===== config.mk =====
export PLATFORM = sky130hd
export DESIGN_NAME = signed_cast_rnd
export DESIGN_NICKNAME = d
export VERILOG_FILES = /design/src/rtl/signed_cast_rnd.sv
export SDC_FILE = /design/constraint.sdc
export NUM_CORES = 1
export LEC_CHECK = 0
export CAP_MARGIN = 20
export CORE_MARGIN = 4
export CORE_UTILIZATION = 25
export DETAILED_ROUTE_END_ITERATION = 10
export PLACE_DENSITY = 0.45
export SYNTH_ARGS = -nofsm -noshare
export SYNTH_HDL_FRONTEND = slang
export SYNTH_SLANG_ARGS = --single-unit

===== constraint.sdc =====
create_clock -name clk -period 7.5 [get_ports clk]
set_clock_uncertainty 0.15 [all_clocks]
set_input_delay 1.125 -clock clk [delete_from_list [all_inputs] [get_ports clk]]
set_output_delay 1.125 -clock clk [all_outputs]
set_load 0.05 [all_outputs]

===== src/rtl/signed_cast_rnd.sv =====
// Per-lane signed fixed-point recast: stage 1 rounds (or widens), stage 2 saturates.
// Both stages advance together under a single ready/valid handshake.
module signed_cast_rnd #(
    parameter int N_CHANNELS    = 4,
    parameter int DIN_WIDTH     = 16,
    parameter int DIN_POINT     = 8,
    parameter int DOUT_WIDTH    = 12,
    parameter int DOUT_POINT    = 6,
    parameter int SYMMETRIC_SAT = 0
) (
    input  logic                             clk,
    input  logic                             rst,
    input  logic [1:0]                       round_mode,
    input  logic [N_CHANNELS*DIN_WIDTH-1:0]  din,
    input  logic                             din_valid,
    output logic                             din_ready,
    output logic [N_CHANNELS*DOUT_WIDTH-1:0] dout,
    output logic                             dout_valid,
    input  logic                             dout_ready,
    output logic [2*N_CHANNELS-1:0]          warning,
    output logic [15:0]                      sat_count,
    input  logic                             clr_count
);

    localparam int D    = DIN_POINT - DOUT_POINT;
    localparam int SH   = (D > 0) ? D : 0;
    localparam int LS   = (D < 0) ? -D : 0;
    localparam int RW   = DIN_WIDTH + 1 + LS;
    localparam int CW   = ((RW > DOUT_WIDTH) ? RW : DOUT_WIDTH) + 1;
    localparam int SHM1 = (SH > 0) ? SH - 1 : 0;
    localparam int BI   = (SH < DIN_WIDTH) ? SH : DIN_WIDTH - 1;

    localparam logic [RW-1:0]        HALF     = RW'(1) << SHM1;
    localparam logic signed [CW-1:0] MAX_V    = $signed({{(CW-DOUT_WIDTH+1){1'b0}}, {(DOUT_WIDTH-1){1'b1}}});
    localparam logic signed [CW-1:0] MIN_FULL = ~MAX_V;
    localparam logic signed [CW-1:0] MIN_V    = (SYMMETRIC_SAT != 0) ? MIN_FULL + CW'(1) : MIN_FULL;

    // Narrowing: bias then arithmetic shift; the extra MSB keeps the biased sum from wrapping.
    function automatic logic signed [RW-1:0] round_lane(input logic signed [DIN_WIDTH-1:0] x,
                                                        input logic [1:0] mode);
        logic signed [RW-1:0] ext;
        logic [RW-1:0]        bias;
        ext  = {{(RW-DIN_WIDTH){x[DIN_WIDTH-1]}}, x};
        bias = '0;
        if (D > 0) begin
            case (mode)
                2'd1:    bias = HALF;
                2'd2:    bias = HALF - RW'(1) + RW'(x[BI]);
                default: bias = '0;
            endcase
            return (ext + $signed(bias)) >>> SH;
        end
        return ext <<< LS;
    endfunction

    // Returns {warning code, clamped lane}.
    function automatic logic [DOUT_WIDTH+1:0] saturate(input logic signed [RW-1:0] v);
        logic signed [CW-1:0] ext;
        ext = {{(CW-RW){v[RW-1]}}, v};
        if (ext > MAX_V) return {2'd1, MAX_V[DOUT_WIDTH-1:0]};
        if (ext < MIN_V) return {2'd2, MIN_V[DOUT_WIDTH-1:0]};
        return {2'd0, ext[DOUT_WIDTH-1:0]};
    endfunction

    logic                             advance;
    logic [N_CHANNELS*RW-1:0]         rnd_p1_q, rnd_p1_d;
    logic                             vld_p1_q, vld_p1_d;
    logic [N_CHANNELS*DOUT_WIDTH-1:0] dout_p2_q, dout_p2_d;
    logic [2*N_CHANNELS-1:0]          warn_p2_q, warn_p2_d;
    logic                             vld_p2_q, vld_p2_d;
    logic [15:0]                      sat_cnt_q, sat_cnt_d;

    assign advance   = ~vld_p2_q | dout_ready;
    assign din_ready = advance & ~rst;

    always_comb begin
        rnd_p1_d  = rnd_p1_q;
        vld_p1_d  = vld_p1_q;
        dout_p2_d = dout_p2_q;
        warn_p2_d = warn_p2_q;
        vld_p2_d  = vld_p2_q;
        sat_cnt_d = sat_cnt_q;
        if (advance) begin
            // stage 1: round the incoming beat with the mode sampled alongside it
            vld_p1_d = din_valid;
            for (int k = 0; k < N_CHANNELS; k++) begin
                rnd_p1_d[k*RW +: RW] = round_lane(din[k*DIN_WIDTH +: DIN_WIDTH], round_mode);
            end
            // stage 2: saturate and register the outputs
            vld_p2_d = vld_p1_q;
            if (vld_p1_q) begin
                for (int k = 0; k < N_CHANNELS; k++) begin
                    {warn_p2_d[2*k +: 2], dout_p2_d[k*DOUT_WIDTH +: DOUT_WIDTH]} =
                        saturate(rnd_p1_q[k*RW +: RW]);
                end
            end
        end
        if (clr_count) begin
            sat_cnt_d = '0;
        end else if (vld_p2_q && dout_ready && (|warn_p2_q) && (sat_cnt_q != 16'hFFFF)) begin
            sat_cnt_d = sat_cnt_q + 16'd1;
        end
    end

    always_ff @(posedge clk) begin
        if (rst) begin
            vld_p1_q  <= 1'b0;
            vld_p2_q  <= 1'b0;
            dout_p2_q <= '0;
            warn_p2_q <= '0;
            sat_cnt_q <= '0;
        end else begin
            vld_p1_q  <= vld_p1_d;
            vld_p2_q  <= vld_p2_d;
            dout_p2_q <= dout_p2_d;
            warn_p2_q <= warn_p2_d;
            sat_cnt_q <= sat_cnt_d;
        end
    end

    always_ff @(posedge clk) begin
        rnd_p1_q <= rnd_p1_d;
    end

    assign dout       = dout_p2_q;
    assign dout_valid = vld_p2_q;
    assign warning    = warn_p2_q;
    assign sat_count  = sat_cnt_q;

endmodule

== Yosys cells after proc, flatten, opt, wreduce, memory -nomap -nowiden ==
Cells that the tools add are included.

* Add/sub/neg operators: 9
* $lt $le $gt $ge: 8
* Equality and inequality tests: 3
* Muxes and demuxes: 57
* Bitwise gates (word level): 4
* Reductions and logical operators: 6

{| class="wikitable"
|+ Operator list
! cell !! count
|-
| two-way mux 14 bit || 16
|-
| two-way mux 17 bit || 8
|-
| adder 16 x 17 -> 17 bit || 4
|-
| > comparator 17 x 12 -> 1 bit, second input constant || 4
|-
| < comparator 17 x 12 -> 1 bit, second input constant || 4
|-
| two-way mux 1 bit || 29
|-
| adder 16 x 1 -> 16 bit, second input constant || 1
|-
| inequality test 16 bit, second input constant || 1
|-
| case mux 2 bit (2 select lines) || 4
|-
| adder 1 x 1 -> 2 bit, first input constant || 4
|-
| OR reduction 8 bit || 1
|-
| logical AND 1 bit || 3
|-
| == test 2 x 1 -> 1 bit, second input constant || 1
|-
| == test 2 bit, second input constant || 1
|-
| inverter 1 bit || 2
|-
| AND reduction 2 bit || 1
|-
| OR reduction 2 bit || 1
|-
| AND 1 bit || 1
|-
| OR 1 bit || 1
|}

* Flip-flop bits (word level): 142
* Output and inout port bits: 74
* Word-level logic and storage cells: 93

== Longest topological paths before layout ==
* Depth after elaboration: 9
* Mapped depth: 12

== Worst setup path after synthesis ==
OpenSTA, ideal clock, no wires.

* Path kind: input port to flip-flop
* Start: input dout_ready
* End: register dout_p2_q[14], in the netlist dout[14]
* Library setup time: 132 ps
* Arrival: 3,438 ps
* Required time: 7,218 ps
* Slack: 3,780 ps
* Cell stages on the path: 8
* Path buffers: 2
* Path through: nor2b_1 -> inv_1 -> and2_1 -> clkbuf_1 -> o21ai_0 -> buf_2 -> a21oi_1 -> nor3_1

* Word-level cells in the longest chain between the ends: 2

{| class="wikitable"
|+ RTL lines
! what !! RTL line !! RTL
|-
| from (decl) || 19 || <nowiki>input logic dout_ready,</nowiki>
|-
| OR 1 bit || 73 || <nowiki>assign advance = ~vld_p2_q | dout_ready;</nowiki>
|-
| AND reduction 2 bit (no source line) || -- ||
|-
| to (signal assigned) || 115 || <nowiki>dout_p2_q <= dout_p2_d;</nowiki>
|-
| to (decl) || 68 || <nowiki>logic [N_CHANNELS*DOUT_WIDTH-1:0] dout_p2_q, dout_p2_d;</nowiki>
|}

No other way between the ends.
A chain may end at the register's enable or synchronous reset.

== Worst setup path in the final report ==
* Start: input dout_ready
* End: register dout_p2_q[28], in the netlist dout[28]

The elaborated chain is that of the path after synthesis.

==> flow_metrics.py <==
metrics = {
    "outcome": {
        "status": "completed",
    },
    "flow_run": {
        "maxCapViolations": 0,
    },
    "clock_network": {
        "cts.sinks": 134,
        "cts_root_buffer": "clkbuf_16",
        "cts_tree": "done",
        "post_cts_buffers": 0,
        "h-tree-depth": 4,
        "cts_hold_buf": 0,
        "post_cts_resized": 0,
        "clock_latency_ns": 0.41,
        "ctsLongestPathBuffers": 2,
        "clk_pin_slew_ns": 0.06,
        "cts_buffers": 17,
    },
    "sta": {
        "period_needed_ns": 4.00,
        "maxSlewHeadroom": 0.449,
        "tightest_slew_ns": 0.826,
        "finalSetupViolCount": 0,
        "setup_tns_ns": 0,
        "hold_viol_final": 0,
        "fmax_ghz": 0.250,
        "slew_viol_final": 0,
        "period_share": 0.534,
        "rsz0062_at_grt": "no",
    },
    "logic_synthesis": {
        "syn_avg_cell_area_um2": 9.99,
        "synth_seq_area_share": 0.570,
        "ys.flop_type": "dfxtp_1",
        "synthArstFlopShare": 0,
        "synth_seq_cells": 134,
        "synth_cell_types": 45,
        "yosysWarnings": 0,
        "synth_edf_count": 60,
        "yosys.area.top_type": "edfxtp_1",
        "synth_cells": 577,
        "synth_area_mm2": 0.00576,
        "synth_top_area_frac": 0.313,
        "synth_area_leaders": "edfxtp_1 31%, dfxtp_1 26%, xnor2_1 5.8%, a21oi_1 5.3%, nor2_1 4.8%",
        "synthesis.nets": 655,
    },
    "global_routing": {
        "grt_max_degree": 64,
        "grt_pass1_vias": 4564,
        "grt-ovfl-total": 0,
        "use_met3": 0.0428,
        "grt_pass1_wl_mm": 24.1,
        "antenna_found_initial": 0,
        "groute.layer.met1.usage": 0.150,
        "grt_usage": 0.118,
        "met2_usage": 0.188,
        "grt.busiest_layer": "met2",
    },
    "pwr": {
        "clock_power_share": 0.420,
        "p_comb_frac": 0.144,
        "power_frac_seq": 0.435,
        "p_leak_uw": 0.00287,
        "peakVddDrop_mv": 0.101,
        "switching_power_uw": 521,
        "switching_share": 0.270,
        "intPower_uw": 1410,
        "p_per_area_mw_per_mm2": 240,
    },
    "setup_path": {
        "crit_start": "dout_ready",
        "critical_path.endpoint_type": "register",
        "worst_ep_required_time_ns": 7.63,
        "path_class": "input port to register",
        "timing.rr.start": "dout_valid$_SDFFE_PP0N_",
        "startpoint_type": "input port",
        "crit_arrival_ns": 4.13,
        "cp_max_fo": 63,
    },
    "finish": {
        "drive_gt1_frac": 0.0831,
        "syn2layout_area_growth_pct": 39.9,
        "final_nets": 799,
        "fin_cells": 1019,
        "num_antenna_cells": 0,
    },
    "placed_design": {
        "gp_congestion": 0.791,
        "hpwl_mm": 11.6,
        "placement.io_buffers": 144,
        "dp.cells": 987,
    },
    "floorplanning": {
        "num_io_pins": 145,
        "die_area_mm2": 0.0255,
        "coreArea_mm2": 0.0226,
        "die_w_um": 160,
        "start_util": 0.255,
        "rows": 55,
        "fp.dieH_um": 160,
    },
    "route": {
        "vias": 4638,
        "via_per_inst": 4.55,
        "drc": 0,
        "wl_per_cell_um": 15.2,
        "first_iter_violations": 197,
        "ant_nets": 0,
        "firstDrtPassIters": 4,
        "wirelength_mm": 15.5,
    },
    "min_path": {
        "holdCritPathClass": "register to register",
        "min_from": "rnd_p1_q[55]$_DFFE_PN_",
    },
}
## placed cells by master, fill, tap and decap left out, types with 2 or more instances in the layout
master and count:
or4_1 4, clkbuf_16 17, clkdlybuf4s50_1 143, and4_1 4, nor4_1 2, nor2_1 74, and3_1 4, buf_4 6
xnor2_1 38, o21ai_2 2, a311oi_1 4, nand3_1 28, dfxtp_1 74, bufinv_16 2, o31ai_1 3, and2_1 6
or3_2 5, or4_2 4, nand2_1 50, clkinvlp_4 3, a21oi_1 61, edfxtp_1 60, o21ai_0 12, a21oi_2 2
or2_2 4, inv_1 13, inv_6 3, ha_1 7, nor3_1 46, xor2_1 15, clkinv_4 3, nand4_1 9
o21ai_1 3, o211ai_1 3, clkinv_2 3
## state kept, by name (all words and copies together), names as in the netlist
name        cells
rnd_p1_q       60
dout           48
sat_count      16
warning         8
dout_valid      1
vld_p1_q        1
## worst max-delay path, cell delays in order
cell and delay, ns:
clkdlybuf4s50_1 0.48, nor2b_1 0.10, inv_2 0.06, buf_4 0.61
and2_2 0.39, buf_4 0.46, o21ai_0 0.41, buf_4 0.28
a21oi_1 0.13, nor3_1 0.07
## layout make-up
cell class / instances / area (µm²)
repair buffers: 150 / 1480
well taps: 285 / 357
inverters: 14 / 52.6
clock inverters: 15 / 154
flip-flops and latches: 134 / 3280
multi-input cells: 404 / 2310
fillers: 2223 / 14600
clock buffers: 17 / 425
## path summary, 6_finish.rpt
kind	endpoint	slack (ns)	cells past startpoint
max	dout[28]$_SDFFE_PP0P_	3.50	10
min	dout[40]$_SDFFE_PP0P_	0.30	2
max reg2reg	dout[28]$_SDFFE_PP0P_	4.30	9
min reg2reg	dout[40]$_SDFFE_PP0P_	0.30	2
## synth_stat cells, drive strengths merged, types with 5 or more instances
cell / instances
and2: 7
ha: 7
edfxtp: 60
nand4: 9
nor3: 46
clkbuf: 20
xnor2: 38
dfxtp: 74
o21ai: 17
xor2: 15
inv: 14
or4: 9
nand3: 29
or3: 6
nand2: 50
nor2: 74
a21oi: 63
buf: 5
## power by group through the flow
| stage | logic (µW) | registers [µW] | clock network [µW] |
|---|---|---|---|
| finish | 279 | 841 | 812 |
| global placement | 278 | 857 | 0 |
| floorplan | 82.0 | 928 | 0 |
| detailed placement | 281 | 857 | 0 |
| global route | 299 | 846 | 866 |
| CTS | 282 | 842 | 834 |
## cell families after synthesis
family,share of synthesized area
adders and majority gates,0.0152
xor gates and xnor gates,0.0805
muxes,0.00174
AOI/OAI and AO/OA,0.0953
and+or+nand+nor,0.208
buffers and inverters,0.0300
DFF,0.570
## per-layer routing
layer | part of all wire | wire (µm) | up-vias
met2 | 0.46 | 7080 | 152
met4 | 0.016 | 252 | 0
met5 | 0 | 0 | -
met3 | 0.064 | 984 | 23
li1 | - | - | 2338
met1 | 0.46 | 7160 | 2125
## stage by stage
step / cell area (µm²) / util / worst slack [ns] / hold slack (ns) / power [µW]
after CTS: 8060 / 0.356 / 3.41 / 0.311 / 1960
after floorplan: 5760 / - / 3.78 / 0.268 / 1010
after global placement: 7480 / 0.330 / 3.08 / 0.293 / 1140
after global routing: 8060 / 0.356 / 3.21 / 0.333 / 2010
final: 8060 / 0.356 / 3.50 / 0.303 / 1930
after detailed placement: 7480 / 0.330 / 2.95 / 0.288 / 1140
No activity file was read; power rests on OpenSTA's default activity.
